==> src/rtl/pipe_chain_pkg.sv <==
// Shared constants and helpers for the elastic pipeline register chain.
`ifndef XLEN
`define XLEN 32
`endif

package pipe_chain_pkg;

    localparam int DEFAULT_DEPTH = 3;

    // Width of an occupancy counter able to hold 0..depth.
    function automatic int count_w(input int depth);
        return $clog2(depth + 1);
    endfunction

endpackage

==> src/rtl/pipe_chain_stage.sv <==
// One elastic stage: a data register plus its valid bit. Data only moves on a
// load, so bubbles leave the register untouched.
`ifndef XLEN
`define XLEN 32
`endif

module pipe_stage
    import pipe_chain_pkg::*;
#(
    parameter int               WIDTH     = `XLEN,
    parameter logic [WIDTH-1:0] RESET_VAL = '0
) (
    input  logic             clk,
    input  logic             rst,
    input  logic             flush,
    input  logic             prev_valid,
    input  logic [WIDTH-1:0] prev_data,
    input  logic             ready_in,
    output logic             valid,
    output logic             valid_next,
    output logic [WIDTH-1:0] data
);

    logic ready;
    logic load;

    assign ready = !valid | ready_in;
    assign load  = ready & prev_valid & !flush;

    always_comb begin
        valid_next = valid;
        if (flush)
            valid_next = 1'b0;
        else if (load)
            valid_next = 1'b1;
        else if (valid & ready_in)
            valid_next = 1'b0;
    end

    always_ff @(posedge clk or negedge rst) begin
        if (!rst) begin
            valid <= 1'b0;
            data  <= RESET_VAL;
        end else begin
            valid <= valid_next;
            if (load)
                data <= prev_data;
        end
    end

endmodule

==> src/rtl/pipe_chain.sv <==
// Elastic DEPTH-stage register chain with per-stage valid/ready, collapsing
// bubbles, synchronous flush and a registered occupancy count.
`ifndef XLEN
`define XLEN 32
`endif

module pipe_chain
    import pipe_chain_pkg::*;
#(
    parameter int               WIDTH     = `XLEN,
    parameter int               DEPTH     = DEFAULT_DEPTH,
    parameter logic [WIDTH-1:0] RESET_VAL = '0
) (
    input  logic                        clk,
    input  logic                        rst,
    input  logic                        flush,
    input  logic                        in_valid,
    output logic                        in_ready,
    input  logic [WIDTH-1:0]            in_data,
    output logic                        out_valid,
    input  logic                        out_ready,
    output logic [WIDTH-1:0]            out_data,
    output logic [count_w(DEPTH)-1:0]   count
);

    localparam int CW = count_w(DEPTH);

    if (DEPTH < 1) begin : g_bad_depth
        $error("pipe_chain: DEPTH must be >= 1");
    end

    logic [DEPTH:0]              rdy;
    logic [DEPTH-1:0]            vld;
    logic [DEPTH-1:0]            vld_nxt;
    logic [DEPTH-1:0]            pv;
    logic [DEPTH-1:0][WIDTH-1:0] pd;
    logic [DEPTH-1:0][WIDTH-1:0] dat;

    assign rdy[DEPTH] = out_ready;

    for (genvar i = 0; i < DEPTH; i++) begin : g_stage
        // Unrolled ready chain: stage i can accept if out_ready or any stage
        // from i to the head is empty. Avoids a bit-to-bit combinational chain.
        assign rdy[i] = out_ready | ~(&vld[DEPTH-1:i]);

        if (i == 0) begin : g_first
            assign pv[i] = in_valid;
            assign pd[i] = in_data;
        end else begin : g_rest
            assign pv[i] = vld[i-1];
            assign pd[i] = dat[i-1];
        end

        pipe_stage #(
            .WIDTH     (WIDTH),
            .RESET_VAL (RESET_VAL)
        ) u_stage (
            .clk        (clk),
            .rst        (rst),
            .flush      (flush),
            .prev_valid (pv[i]),
            .prev_data  (pd[i]),
            .ready_in   (rdy[i+1]),
            .valid      (vld[i]),
            .valid_next (vld_nxt[i]),
            .data       (dat[i])
        );
    end

    assign in_ready  = rdy[0] & !flush;
    assign out_valid = vld[DEPTH-1] & !flush;
    assign out_data  = dat[DEPTH-1];

    always_ff @(posedge clk or negedge rst) begin
        if (!rst)
            count <= '0;
        else
            count <= CW'($countones(vld_nxt));
    end

endmodule

==> config.mk <==
export PLATFORM = sky130hd
export DESIGN_NAME = pipe_chain
export DESIGN_NICKNAME = d
export VERILOG_FILES = /design/src/rtl/pipe_chain_pkg.sv /design/src/rtl/pipe_chain_stage.sv /design/src/rtl/pipe_chain.sv
export SDC_FILE = /design/constraint.sdc
export NUM_CORES = 1
export LEC_CHECK = 0
export CORE_ASPECT_RATIO = 0.75
export CORE_UTILIZATION = 56
export CTS_CLUSTER_DIAMETER = 100
export DETAILED_ROUTE_END_ITERATION = 10
export DONT_BUFFER_PORTS = 1
export GPL_ROUTABILITY_DRIVEN = 0
export PLACE_DENSITY_LB_ADDON = 0.15
export SLEW_MARGIN = 20
export SYNTH_ARGS = -nofsm -noshare
export SYNTH_HDL_FRONTEND = slang
export SYNTH_HIERARCHICAL = 1
export SYNTH_SLANG_ARGS = --single-unit
==> constraint.sdc <==
create_clock -name clk -period 2.93 [get_ports clk]
set_input_delay 0.293 -clock clk [delete_from_list [all_inputs] [get_ports clk]]
set_output_delay 0.293 -clock clk [all_outputs]
set_load 0.01 [all_outputs]
== Word-level counts from Yosys, hierarchy flattened ==
Index checks and enable logic that the tools add are counted.
Storage, ports and cells
  logic and storage cells: 44
  input port bits: 37
  output and inout bits: 36
  register bits after elaboration: 101
Cells by class
  add/subtract/negate cells: 2
  reduce and logical (&&, ||, !) cells: 6
  mux-type cells: 9
  bitwise logic cells: 20
Operator list (count)
  bitwise AND 1 bit: 11
  2-to-1 mux 1 bit: 9
  OR 1 bit: 6
  zero test 1 bit: 4
  NOT 1 bit: 3
  AND reduction 3 bit: 1
  adder 1 x 1 -> 2 bit: 1
  adder 2 x 1 -> 2 bit: 1
  AND reduction 2 bit: 1

== Logic depth before layout (Yosys ltp) ==
  word-level depth: 10
  mapped depth: 6
  mapped depth without buffers: 6

== By module ==
Netlist, hierarchy kept.
By module, submodules not included
  pipe_stage: instances 3, cells an instance 72, seq. area each 825.8 µm², area each 1260.0 µm²
  pipe_chain: instances 1, cells an instance 8, seq. area each 50.0 µm², area each 107.6 µm²

== Worst setup path before layout ==
OpenSTA, ideal clock, no wires.
  kind: reg2reg
  from: register g_stage[2].u_stage.valid
  to: register g_stage[0].u_stage.data[0]
  cell stages (with the launch flop): 6
  setup time: 125 ps
  path slack: 1434 ps
  buffers on the path: 1
  required time: 2805 ps
  clock period less this slack: 1496 ps
  arrival time: 1372 ps
  path through: dfrtp_1 nand3_1 nor2b_4 nor3b_4 buf_6 mux2_2
On the way
  word-level cells in the longest chain between the ends: 6
Ends and longest elaborated chain
  start: declaration: RTL line pipe_chain_stage.sv:19  | output logic valid,
  start signal: assignment: RTL line pipe_chain_stage.sv:45  | valid <= valid_next;
  AND reduction 2 bit: RTL line pipe_chain.sv:44  | assign rdy[i] = out_ready | ~(&vld[DEPTH-1:i]);
  NOT 1 bit: RTL line pipe_chain.sv:44
  OR 1 bit: RTL line pipe_chain.sv:44
  named net rdy[1]: RTL line pipe_chain.sv:32  | logic [DEPTH:0] rdy;
  OR 1 bit: RTL line pipe_chain_stage.sv:27  | assign ready = !valid | ready_in;
  bitwise AND 1 bit (2 in a row): RTL line pipe_chain_stage.sv:28  | assign load = ready & prev_valid & !flush;
  end signal: assignment: RTL line pipe_chain_stage.sv:47  | data <= prev_data;
  end: declaration: RTL line pipe_chain_stage.sv:21  | output logic [WIDTH-1:0] data
The timed path passes the listed nets, and every way through them passes these cells.
A chain may end at the register's enable or synchronous reset.

== Worst setup path after layout ==
  from: register g_stage[2].u_stage.valid
  to: register g_stage[0].u_stage.data[4]
The elaborated chain is that of the path after synthesis.

==> results.sh <==
export IMPL_row_count=25
export IMPL_dp_cells=300
export IMPL_hold_ws_ns=0.0339
export IMPL_core_area_sq_um=6510
export IMPL_drt_iter0_markers=66
export IMPL_ir_drop_v=0.000350
export IMPL_switching_share_pct=25.9
export IMPL_drive_gt1_share_pct=51.7
export IMPL_initial_core_util_pct=59.7
export IMPL_insertedDiodeCount=0
export IMPL_finalHoldViolCount=0
export IMPL_die_w_um=98.2
export IMPL_die_h_um=74.2
export IMPL_ys_top_cells_by_count="dfrtp_1, mux2_2, buf_6, nor2_1"
export IMPL_switchingPower_mw=0.890
export IMPL_wl_per_cell_um=18.9
export IMPL_die_area_sq_um=7280
export IMPL_powerDensity_nw_per_um2=824
export IMPL_period_share_pct=60.0
export IMPL_cts_path_max_buffers=2
export IMPL_grt_pass1_vias=2027
export IMPL_clock_sinks=101
export IMPL_synth_top_area_share_pct=65.0
export IMPL_place_area_sq_um=3920
export IMPL_pwr_share_seq_pct=61.0
export IMPL_netlist_area_sq_um=3890
export IMPL_grt_pass1_wl_mm=10.2
export IMPL_rsz0062_at_grt="no"
export IMPL_pre_cts_slack_ns=1.20
export IMPL_cts_tree="done"
export IMPL_synth_area_leaders="dfrtp_1, mux2_2, buf_6"
export IMPL_arrival_ns=1.99
export IMPL_total_power_mw=3.43
export IMPL_grt_total_usage_pct=18.9
export IMPL_drc=5
export IMPL_fin_nets=271
export IMPL_area_delta_synth_final_pct=7.21
export IMPL_pin_count=73
export IMPL_fin_area_sq_um=4170
export IMPL_pwr_share_clk_pct=26.1
export IMPL_min_period_ns=1.76
export IMPL_synth_seq_cells=101
export IMPL_setup_slack_ns=1.17
export IMPL_timing_setup_critical_path_class="flip-flop to flip-flop"
export IMPL_htreeDepth=3
export IMPL_critPathRequiredTime_ns=3.16
export IMPL_setup_viol=0
export IMPL_startpoint_type="flip-flop"
export IMPL_end_kind="flip-flop"
export IMPL_grt_max_degree=102
export IMPL_async_flop_share_pct=100
export IMPL_yosys_area_top_type="dfrtp_1"
export IMPL_synth_edf_count=0
export IMPL_syn_avg_cell_area_sq_um=17.4
export IMPL_cts_root_buf="clkbuf_8"
export IMPL_fin_util_pct=64.1
export IMPL_tns_ns=0
export IMPL_internal_power_mw=2.54
export IMPL_worstHoldPathType="primary input to flip-flop"
export IMPL_dominantRegCellSynth="dfrtp_1"
export IMPL_dpl_hpwl_mm=3.99
export IMPL_drv_slew=0
export IMPL_synth_most_common_cell="dfrtp_1"
export IMPL_numCtsBuffers=9
export IMPL_grt_overflow_total=0
export IMPL_combPwrFrac_pct=12.9
export IMPL_tightest_slew_ns=0.477
export IMPL_max_freq_mhz=568
export IMPL_yosys_warnings=6
export IMPL_violations="design-rule violations"
export IMPL_clk_latency_ns=0.35
export IMPL_wirelength_mm=6.00
export IMPL_vias=1779
export IMPL_status="complete, but fails checks"
export IMPL_path_clk_slew_ns=0.09
export IMPL_p_leak_nw=1.77
export IMPL_skew_ns=0.00817
export IMPL_max_cap_viol_count=0
export IMPL_ant_nets=0
export IMPL_syn_inst=224
export IMPL_ys_seq_area_share_pct=65.0
export IMPL_finalNonFillerCells=317
export IMPL_vias_per_cell=5.61
export IMPL_grt_antenna_before_repair=0
export IMPL_port_buffers=0
export IMPL_crit_path_max_fanout=32
export IMPL_relSlewSlack_pct=68.2
export IMPL_synth_nets=262
export IMPL_drt_pass1_iterations=7
export IMPL_synth_cell_types=12
critical path: stages, from the launching register on:
cell and delay, ns:
dfrtp_1 0.44, nand3_1 0.15, nor2b_4 0.06, nor3b_4 0.16
buf_4 0.43, mux2_2 0.40
layout make-up:
type	count	area [sq um]
timing repair buffer	7	77.6
inverter	1	3.75
tap	81	101
fill	458	2340
sequential	101	2530
clock buffer	10	128
multi-input combinational	113	1250
clock inverter	4	75.1
metal layers:
layer,global-route usage [%],wire length (um)
met5,0,0
met4,5.80,29
met3,9.49,498
met2,30.8,2960
met1,22.4,2510
flip-flops by register name, indices dropped and copies added (netlist names):
signal	cells
g_stage.u_stage/data	96
g_stage.u_stage/valid	3
count	2
power by group through the flow:
| stage | Combinational [mW] | Clock (mW) | Sequential, mW |
|---|---|---|---|
| 2_1_floorplan | 0.376 | 0 | 2.04 |
| 3_3_place_gp | 0.386 | 0 | 2.10 |
| 3_5_place_dp | 0.419 | 0 | 2.13 |
| 4_1_cts | 0.452 | 0.932 | 2.10 |
| 5_1_grt | 0.492 | 0.993 | 2.15 |
| 6_report | 0.442 | 0.896 | 2.10 |
worst paths after layout:
check / startpoint / to / slack (ns) / depth (start not counted)
worst max-delay path: g_stage[2].u_stage/valid / g_stage[0].u_stage/data[4] / 1.17 / 5
worst min-delay path: flush / g_stage[0].u_stage/valid / 0.03 / 1
worst max register to register: g_stage[2].u_stage/valid / g_stage[0].u_stage/data[4] / 1.17 / 5
worst min register to register: g_stage[0].u_stage/data[13] / g_stage[0].u_stage/data[13] / 0.51 / 1
max in group asynchronous: rst / g_stage[0].u_stage/data[13] / 2.02 / 2
min in group asynchronous: rst / count[0] / 0.52 / 2
kinds of logic after synthesis:
family | Yosys count | synth area share (%)
mux | 96 | 27.8
fa+ha+maj | 1 | 0.515
flops | 101 | 65.0
simple gates | 15 | 3.54
buf+inv | 10 | 2.70
compound gates | 1 | 0.419
cell usage in the layout, fill, tap and decap left out, types with 2 or more instances in the layout:
| cell | count |
|---|---|
| nor2b_4 | 3 |
| mux2_2 | 96 |
| dlygate4sd3_1 | 2 |
| clkbuf_8 | 9 |
| dfrtp_1 | 101 |
| nor2_1 | 6 |
| buf_4 | 4 |
| bufinv_16 | 2 |
| clkinvlp_4 | 2 |
| nor3b_4 | 3 |
timing repair:
action	in CTS	in global routing
hold endpoints to repair	102	0
hold buffers	3	0
gates resized for setup	0	0
setup buffers	0	0
(Power assumes the default switching activity.)
